$ cat src/rtl/dvi_tmds_encoder.sv
// Three-channel DVI TMDS 8b/10b encoder: two-stage pipeline per colour,
// each channel tracking its own running disparity.

module tmds_channel (
    input  logic       clk_pixel,
    input  logic       rstn,
    input  logic [7:0] i_data,
    input  logic [1:0] i_ctrl,
    input  logic       i_blank,
    output logic [9:0] o_symbol
);

    logic [3:0] w_dataOnes;
    logic       w_useXnor;
    logic [8:0] w_qm;
    logic [3:0] w_qmOnes;

    logic [8:0] r_qm;
    logic [3:0] r_qmOnes;
    logic [1:0] r_ctrl;
    logic       r_blank;

    logic [4:0] w_diff;
    logic [4:0] w_cntNext;
    logic [9:0] w_symbol;

    logic [4:0] r_cnt;
    logic [9:0] r_symbol;

    always_comb begin
        w_dataOnes = 4'd0;
        for (int i = 0; i < 8; i++) begin
            w_dataOnes = w_dataOnes + {3'd0, i_data[i]};
        end
        w_useXnor = (w_dataOnes > 4'd4) || ((w_dataOnes == 4'd4) && !i_data[0]);
        w_qm      = 9'd0;
        w_qm[0]   = i_data[0];
        for (int i = 1; i < 8; i++) begin
            w_qm[i] = w_useXnor ? ~(w_qm[i-1] ^ i_data[i]) : (w_qm[i-1] ^ i_data[i]);
        end
        w_qm[8]  = ~w_useXnor;
        w_qmOnes = 4'd0;
        for (int i = 0; i < 8; i++) begin
            w_qmOnes = w_qmOnes + {3'd0, w_qm[i]};
        end
    end

    // Reset parks stage 1 in blanking so the first post-release edge still emits a control token.
    always_ff @(posedge clk_pixel) begin
        if (!rstn) begin
            r_qm     <= 9'd0;
            r_qmOnes <= 4'd0;
            r_ctrl   <= 2'b00;
            r_blank  <= 1'b1;
        end else begin
            r_qm     <= w_qm;
            r_qmOnes <= w_qmOnes;
            r_ctrl   <= i_ctrl;
            r_blank  <= i_blank;
        end
    end

    // Disparity math is modulo-32; bit 4 of r_cnt is its sign. w_diff = N1 - N0.
    always_comb begin
        w_diff    = {r_qmOnes, 1'b0} - 5'd8;
        w_symbol  = 10'd0;
        w_cntNext = r_cnt;
        if (r_blank) begin
            case (r_ctrl)
                2'b00:   w_symbol = 10'b1101010100;
                2'b01:   w_symbol = 10'b0010101011;
                2'b10:   w_symbol = 10'b0101010100;
                default: w_symbol = 10'b1010101011;
            endcase
            w_cntNext = 5'd0;
        end else if ((r_cnt == 5'd0) || (r_qmOnes == 4'd4)) begin
            w_symbol  = {~r_qm[8], r_qm[8], (r_qm[8] ? r_qm[7:0] : ~r_qm[7:0])};
            w_cntNext = r_qm[8] ? (r_cnt + w_diff) : (r_cnt - w_diff);
        end else if ((!r_cnt[4] && (r_qmOnes > 4'd4)) || (r_cnt[4] && (r_qmOnes < 4'd4))) begin
            w_symbol  = {1'b1, r_qm[8], ~r_qm[7:0]};
            w_cntNext = r_cnt + {3'd0, r_qm[8], 1'b0} - w_diff;
        end else begin
            w_symbol  = {1'b0, r_qm[8], r_qm[7:0]};
            w_cntNext = r_cnt + w_diff - {3'd0, ~r_qm[8], 1'b0};
        end
    end

    always_ff @(posedge clk_pixel) begin
        if (!rstn) begin
            r_cnt    <= 5'd0;
            r_symbol <= 10'b1101010100;
        end else begin
            r_cnt    <= w_cntNext;
            r_symbol <= w_symbol;
        end
    end

    assign o_symbol = r_symbol;

endmodule

module dvi_tmds_encoder (
    input  logic       clk_pixel,
    input  logic       rstn,
    input  logic [7:0] i_red,
    input  logic [7:0] i_green,
    input  logic [7:0] i_blue,
    input  logic       i_hsync,
    input  logic       i_vsync,
    input  logic       i_blank,
    output logic [9:0] o_red,
    output logic [9:0] o_green,
    output logic [9:0] o_blue
);

    // Only the blue channel carries sync; red and green always send token 00 while blanked.
    tmds_channel u_red (
        .clk_pixel (clk_pixel),
        .rstn      (rstn),
        .i_data    (i_red),
        .i_ctrl    (2'b00),
        .i_blank   (i_blank),
        .o_symbol  (o_red)
    );

    tmds_channel u_green (
        .clk_pixel (clk_pixel),
        .rstn      (rstn),
        .i_data    (i_green),
        .i_ctrl    (2'b00),
        .i_blank   (i_blank),
        .o_symbol  (o_green)
    );

    tmds_channel u_blue (
        .clk_pixel (clk_pixel),
        .rstn      (rstn),
        .i_data    (i_blue),
        .i_ctrl    ({i_vsync, i_hsync}),
        .i_blank   (i_blank),
        .o_symbol  (o_blue)
    );

endmodule

$ cat config.mk
export PLATFORM = sky130hd
export DESIGN_NAME = dvi_tmds_encoder
export DESIGN_NICKNAME = d
export VERILOG_FILES = /design/src/rtl/dvi_tmds_encoder.sv
export SDC_FILE = /design/constraint.sdc
export NUM_CORES = 1
export LEC_CHECK = 0
export CAP_MARGIN = 20
export CORE_MARGIN = 2
export CORE_UTILIZATION = 48
export CTS_CLUSTER_SIZE = 16
export DETAILED_ROUTE_END_ITERATION = 6
export PLACE_DENSITY_LB_ADDON = 0.05
export SETUP_SLACK_MARGIN = 0.4
export SKIP_LAST_GASP = 1
export SYNTH_ARGS = -nofsm -noshare
export SYNTH_HDL_FRONTEND = slang
export SYNTH_SLANG_ARGS = --single-unit
export TNS_END_PERCENT = 10
$ cat constraint.sdc
create_clock -name clk_pixel -period 6 [get_ports clk_pixel]
set_clock_uncertainty 0.2 [all_clocks]
set_input_delay 0.6 -clock clk_pixel [delete_from_list [all_inputs] [get_ports clk_pixel]]
set_output_delay 0.6 -clock clk_pixel [all_outputs]
set_load 0.01 [all_outputs]
==> results of run 1 <==
==> final timing paths <==
kind                                           end  slack (ns)  depth (start not counted)
worst max-delay path            u_blue.r_qmOnes[1]        0.17                         19
worst min-delay path             u_red.o_symbol[4]        0.27                          2
worst max register to register     u_blue.r_cnt[4]        3.31                          9
worst min register to register   u_red.o_symbol[4]        0.27                          2
==> cells in the mapped netlist (4+ instances only) <==
master    count  area [µm²]
o21ai_0      13       65.06
fa_1         39       780.8
nand2b_1      4       25.02
dfxtp_1      84        1682
nor2_1       52       195.2
nand3_1       5       25.02
nand2_1      21       78.83
ha_1         61       763.2
mux2i_1       6       60.06
xor2_1       11       96.34
nor3b_1      13       97.59
nor2b_1       5       31.28
a21oi_1      21       105.1
o21a_1        5       37.54
clkbuf_1      9       33.78
buf_4         4       30.03
a211oi_1      6       45.04
and2_1       20       125.1
inv_1        82       307.8
xnor2_1      63       551.8
==> cell type report <==
cell class | count | area (µm²)
clock buffers | 10 | 239.0
inverters | 82 | 307.8
multi-input cells | 393 | 3699
clock inverters | 6 | 78.83
fillers | 994 | 4557
repair buffers | 78 | 725.7
flip-flops and latches | 84 | 1682
well taps | 143 | 178.9
==> cell usage in the layout (no fill, tap or decap), types with 10 or more instances in the layout <==
| master | synthesis | layout |
|---|---|---|
| and2_1 | 20 | 20 |
| fa_1 | 39 | 30 |
| a21oi_1 | 21 | 21 |
| clkdlybuf4s50_1 | 0 | 50 |
| inv_1 | 82 | 77 |
| buf_4 | 4 | 20 |
| xnor2_1 | 63 | 60 |
| ha_1 | 61 | 58 |
| xor2_1 | 11 | 11 |
| nand2_1 | 21 | 21 |
| o21ai_0 | 13 | 11 |
| dfxtp_1 | 84 | 84 |
| nor3b_1 | 13 | 10 |
| nor2_1 | 52 | 51 |
==> registers in the layout (all words and copies together), names as in the netlist <==
signal and count:
u_green.r_qmOnes 4, u_green.r_qm 9, u_blue.r_qm 9, u_blue.r_ctrl 2
u_blue.r_qmOnes 4, u_green.o_symbol 10, u_red.o_symbol 10, u_red.r_cnt 4
u_red.r_qmOnes 4, u_blue.r_cnt 4, u_red.r_qm 9, u_green.r_blank 1
u_blue.o_symbol 10, u_green.r_cnt 4
==> power by group through the flow <==
stage          Sequential [mW]  Combinational, mW  Clock [mW]
2_1_floorplan            0.784               1.60           0
3_3_place_gp             0.797               1.97           0
3_5_place_dp             0.799               2.03           0
4_1_cts                  0.787               2.08       0.595
5_1_grt                  0.803               2.40       0.617
6_report                 0.786               2.09       0.581
==> metrics by stage <==
stage / std cells / power [mW] / hold slack [ns] / setup slack, ns
after global routing: 796 / 3.819 / 0.3049 / -0.07402
after floorplan: 575 / 2.389 / 0.2438 / 0.1043
after global placement: 779 / 2.771 / 0.2554 / -0.3455
after CTS: 796 / 3.463 / 0.2689 / 0.1475
after detailed placement: 779 / 2.831 / 0.2572 / -0.5152
final: 796 / 3.455 / 0.2672 / 0.1736
==> timing repair <==
action / 4_1_cts / 5_1_grt
setup endpoints to repair: 12 / 12
gates cloned: 0 / 0
pin swaps: 22 / 3
resized for setup: 30 / 3
buffers inserted: 1 / 0
==> layer usage <==
metal / part of all wire [%] / routed length, µm / up-vias
met2: 46 / 4857 / 57
met4: 1.4 / 148 / 0
met5: 0 / 0 / -
li1: - / - / 1960
met3: 2.8 / 293 / 14
met1: 50 / 5298 / 1811
==> worst reg2reg max path: cells and delay by family, from the launching register on <==
family / cells / cell delay (ns)
AO/OA/AOI/OAI: 3 / 0.44
adder cells (fa/ha/maj): 2 / 0.61
buffers and inverters: 2 / 0.26
flip-flops: 1 / 0.49
AND/OR/NAND/NOR: 2 / 0.59
==> kinds of logic (layout without fill, tap and decap cells) <==
| logic type | after synthesis | count (layout) |
|---|---|---|
| simple gates | 134 | 134 |
| fa+ha+maj | 100 | 100 |
| buf+inv | 98 | 176 |
| xor+xnor | 84 | 84 |
| flops | 84 | 84 |
| compound gates | 66 | 66 |
| mux | 9 | 9 |
==> flow_metrics.env, run 1 <==
export IMPL_synth_compound_area_share_pct=7.497
export IMPL_grt_pass1_vias=4068
export IMPL_crit_path_frequent_cell="fa_1"
export IMPL_synth_cell_type_count=52
export IMPL_use_met1_pct=25.39
export IMPL_slew_headroom_pct=58.23
export IMPL_netlist_instances=575
export IMPL_final_hold_viol_count=0
export IMPL_worstPathCellList="clkdlybuf4s50_1, inv_1, fa_1, fa_1, inv_1, fa_2, fa_1, nor3b_2, o21ai_1, a21o_1, xnor2_2, ha_1, inv_1, fa_1, fa_1, inv_1, fa_2, fa_2, and2_1"
export IMPL_clk_pin_slew_ns=0.06
export IMPL_netlist_area_um2=5658
export IMPL_rr_startpoint="u_blue.r_qm[8]"
export IMPL_io_buffers=58
export IMPL_crit_fanout=2
export IMPL_ir_drop_uv=266.6
export IMPL_synth_top_family_by_area="adder cells"
export IMPL_intPower_mw=2.048
export IMPL_gp_congestion=0.8687
export IMPL_synth_async_reset_ratio_pct=0
export IMPL_p_seq_share_pct=22.7
export IMPL_clock_root_buffer="clkbuf_16"
export IMPL_synthAdderAreaFrac_pct=27.29
export IMPL_worst_slew_pin_transition_ns=0.6258
export IMPL_crit_required_ns=6.08
export IMPL_status="completed"
export IMPL_postSynthAreaPerCell_um2=9.840
export IMPL_htree_levels=3
export IMPL_use_met2_pct=29.14
export IMPL_post_drt_wl_per_cell_um=13.31
export IMPL_cts_sinks=84
export IMPL_finalNetCount=777
export IMPL_synth_edff_count=0
export IMPL_clk_path_buf_depth=2
export IMPL_yosysSeqAreaShare_pct=29.72
export IMPL_min_from="u_red.r_qm[4]"
export IMPL_num_vias=3842
export IMPL_combPwrFrac_pct=60.4
export IMPL_synth_ff_type="dfxtp_1"
export IMPL_die_height_um=112.6
export IMPL_final_util_pct=60.26
export IMPL_finalCritPeriodShare_pct=97.11
export IMPL_crit_family="adder cells"
export IMPL_start_kind="primary input"
export IMPL_antenna_found_initial=0
export IMPL_muxShareOfSynthArea_pct=1.659
export IMPL_fin_crit_ns=5.826
export IMPL_fmax_mhz=171.6
export IMPL_finalSetupViolCount=0
export IMPL_viasPerCell=4.827
export IMPL_dpl_instance_area_um2=6515
export IMPL_hpwlAfterDp_um=8439
export IMPL_cp_slowest_stage_delay_ns=0.52
export IMPL_diodes=0
export IMPL_wl_um=10600
export IMPL_track_usage_pct=18.08
export IMPL_maxSlewViolCount=0
export IMPL_leakagePower_nw=3.056
export IMPL_rsz0062_at_grt="yes"
export IMPL_layout_drive_gt1_share_pct=13.17
export IMPL_swShare_pct=40.74
export IMPL_die_w_um=112.6
export IMPL_insertion_delay_ns=0.34
export IMPL_power_share_clock_pct=16.8
export IMPL_cp_slowest_cell="fa_2"
export IMPL_gr_usage_met3_pct=2.592
export IMPL_grt_ovfl_total=0
export IMPL_syn2layout_area_growth_pct=22.14
export IMPL_grt_first_pass_wirelength_um=18750
export IMPL_crit_buf_inv=5
export IMPL_ys_ff_latch=84
export IMPL_firstDrtPassIters=4
export IMPL_setup_tns_ns=0
export IMPL_drc_errors=0
export IMPL_hold_buffers=0
export IMPL_syn_nets=704
export IMPL_fin_area_um2=6910
export IMPL_end_kind="flip-flop"
export IMPL_synth_xor_area_share_pct=15.04
export IMPL_powerDensity_nw_per_um2=500.0
export IMPL_worstPathArrival_ns=5.91
export IMPL_synth_simple_gate_area_share_pct=12.01
export IMPL_hp_class="flip-flop to flip-flop"
export IMPL_switching_power_mw=1.408
export IMPL_postRouteAntennaNets=0
export IMPL_tritoncts="done"
export IMPL_busiest_layer="met2"
export IMPL_ioPinCount=59
export IMPL_path_class="primary input to flip-flop"
export IMPL_drv_cap=0
export IMPL_cts_buffers_inserted=9
export IMPL_crit_start="i_blue[2]"
export IMPL_num_rows=39
export IMPL_die_area_um2=12670
export IMPL_grt_start_max_net_pins=30
export IMPL_coreArea_um2=11470
export IMPL_start_util_pct=49.34
export IMPL_synth_warnings=0
export IMPL_drt_initial_drc_count=152
No activity file was read; power rests on OpenSTA's default activity.
==> run 2: changes to the inputs <==
--- a/config.mk
+++ b/config.mk
@@ -5,7 +5,7 @@
 export SDC_FILE = /design/constraint.sdc
 export NUM_CORES = 1
 export LEC_CHECK = 0
-export CAP_MARGIN = 20
+export CAP_MARGIN = 10
 export CORE_MARGIN = 2
 export CORE_UTILIZATION = 48
 export CTS_CLUSTER_SIZE = 16
==> results of run 2 <==
Same layout as run 1: the final DEF is identical, and so are final timing and power.
==> run 3: changes to the inputs <==
--- a/config.mk
+++ b/config.mk
@@ -8,6 +8,7 @@
 export CAP_MARGIN = 10
 export CORE_MARGIN = 2
 export CORE_UTILIZATION = 48
+export CTS_BUF_LIST = sky130_fd_sc_hd__clkbuf_8
 export CTS_CLUSTER_SIZE = 16
 export DETAILED_ROUTE_END_ITERATION = 6
 export PLACE_DENSITY_LB_ADDON = 0.05
==> run 3 against run 2 <==
  * Final cell count unchanged
  * Sequential power about the same
  * Utilization down 0.88 points
  * Wire length fell by 0.15%
  * Combinational power hardly changed
  * Clock power down 25%
  * Sequential share of layout area increased by 0.36 points
  * Die area unchanged
  * Flip-flop and latch count did not move
  * Maximum frequency grew 0.32%
  * Power is 4.4% lower
==> flow_metrics.env, run 3 (synthesized netlist as in run 1, its figures left out) <==
export IMPL_status="completed"
export IMPL_gr_usage_met3_pct=3.402
export IMPL_die_w_um=112.6
export IMPL_clock_root_buffer="clkbuf_8"
export IMPL_num_rows=39
export IMPL_final_cell_mix="84 x dfxtp_1, 77 x inv_1, 60 x xnor2_1, 58 x ha_1, 51 x nor2_1"
export IMPL_firstDrtPassIters=4
export IMPL_slew_headroom_pct=59.34
export IMPL_htree_levels=3
export IMPL_die_height_um=112.6
export IMPL_drt_initial_drc_count=147
export IMPL_grt_first_pass_wirelength_um=18690
export IMPL_end_kind="flip-flop"
export IMPL_postRouteAntennaNets=0
export IMPL_finalSetupViolCount=0
export IMPL_use_met1_pct=25.15
export IMPL_power_total_mw=3.305
export IMPL_start_util_pct=49.34
export IMPL_finalCritPeriodShare_pct=96.80
export IMPL_gp_congestion=0.8687
export IMPL_layout_drive_gt1_share_pct=13.17
export IMPL_grt_pass1_vias=4047
export IMPL_start_kind="primary input"
export IMPL_clk_path_buf_depth=2
export IMPL_syn2layout_area_growth_pct=20.34
export IMPL_maxSlewViolCount=0
export IMPL_crit_fanout=2
export IMPL_coreArea_um2=11470
export IMPL_fin_crit_ns=5.808
export IMPL_dpl_instance_area_um2=6515
export IMPL_grt_ovfl_total=0
export IMPL_num_vias=3842
export IMPL_io_buffers=58
export IMPL_path_class="primary input to flip-flop"
export IMPL_cts_sinks=84
export IMPL_leakagePower_nw=3.010
export IMPL_place_inst=779
export IMPL_fin_area_um2=6809
export IMPL_hpwlAfterDp_um=8439
export IMPL_crit_required_ns=6.10
export IMPL_cts_buffers_inserted=9
export IMPL_worstPathArrival_ns=5.91
export IMPL_pre_cts_slack_ns=-0.5152
export IMPL_antenna_found_initial=0
export IMPL_whs_ns=0.2734
export IMPL_worst_slew_pin_transition_ns=0.6092
export IMPL_tritoncts="done"
export IMPL_finalNetCount=777
export IMPL_hp_class="flip-flop to flip-flop"
export IMPL_post_drt_wl_per_cell_um=13.29
export IMPL_powerDensity_nw_per_um2=485.3
export IMPL_fin_cells=796
export IMPL_busiest_layer="met2"
export IMPL_hold_buffers=0
export IMPL_track_usage_pct=18.18
export IMPL_ioPinCount=59
export IMPL_grt_start_max_net_pins=30
export IMPL_timing_final_ws_setup_ns=0.1922
export IMPL_final_hold_viol_count=0
export IMPL_ir_drop_uv=214.8
export IMPL_diodes=0
export IMPL_wl_um=10580
export IMPL_drc_errors=0
export IMPL_drv_cap=0
export IMPL_viasPerCell=4.827
export IMPL_layout_commonest_cell="dfxtp_1"
export IMPL_insertion_delay_ns=0.36
export IMPL_rsz0062_at_grt="yes"
export IMPL_fmax_mhz=172.2
export IMPL_clk_pin_slew_ns=0.09
export IMPL_die_area_um2=12670
export IMPL_use_met2_pct=29.06
[run 3: cell counts in the layout (fill, tap and decap cells not counted)]
Identical to the previous run, type by type.
[run 3: worst max-delay path, stage by stage]
cell	delay, ns
clkdlybuf4s50_1	0.49
inv_1	0.07
fa_1	0.48
fa_1	0.49
inv_1	0.05
fa_2	0.34
fa_1	0.46
nor3b_2	0.22
o21ai_1	0.08
a21o_1	0.19
xnor2_2	0.14
ha_1	0.28
inv_1	0.04
fa_1	0.45
fa_1	0.49
inv_1	0.05
fa_2	0.34
fa_2	0.52
and2_1	0.11
[run 3: path summary, 6_finish.rpt]
path | endpoint | slack, ns | startpoint | cells past startpoint
worst max-delay path | u_blue.r_qmOnes[1] | 0.19 | i_blue[2] | 19
worst min-delay path | u_red.o_symbol[4] | 0.27 | u_red.r_qm[4] | 2
worst max register to register | u_blue.r_cnt[4] | 3.30 | u_blue.r_qm[8] | 9
worst min register to register | u_red.o_symbol[4] | 0.27 | u_red.r_qm[4] | 2
[run 3: area by class of cell]
class	count	area, µm²
clock buffers	10	137.6
clock inverters	6	78.83
fillers	1001	4658
inverters	82	307.8
multi-input cells	393	3699
flip-flops and latches	84	1682
well taps	143	178.9
repair buffers	78	725.7
[run 3: what timing repair did]
| item | 4_1_cts | 5_1_grt |
|---|---|---|
| setup endpoints to repair | 12 | 11 |
| pin swaps | 22 | 3 |
| gates resized for setup | 30 | 3 |
| setup buffers | 1 | 0 |
[run 3: per-layer routing]
layer	wire, µm	part of all wire, %	up-vias
met1	5199	49	1809
met4	89	0.84	0
met2	4899	46	67
met3	393	3.7	8
li1	-	-	1958
met5	0	0	-
[run 3: where the power goes]
part	switching [mW]	internal [mW]	leakage [nW]
combinational	1.06	1.02	2.21
clock	0.223	0.213	0.111
sequential	0.102	0.683	0.693
[run 3: metrics by stage]
step | utilization (%) | TNS (ns)
floorplan | - | 0
global placement | 56.81 | -1.830
CTS | 59.29 | 0
detailed placement | 56.81 | -3.091
global route | 59.38 | -0.07472
finish | 59.38 | 0
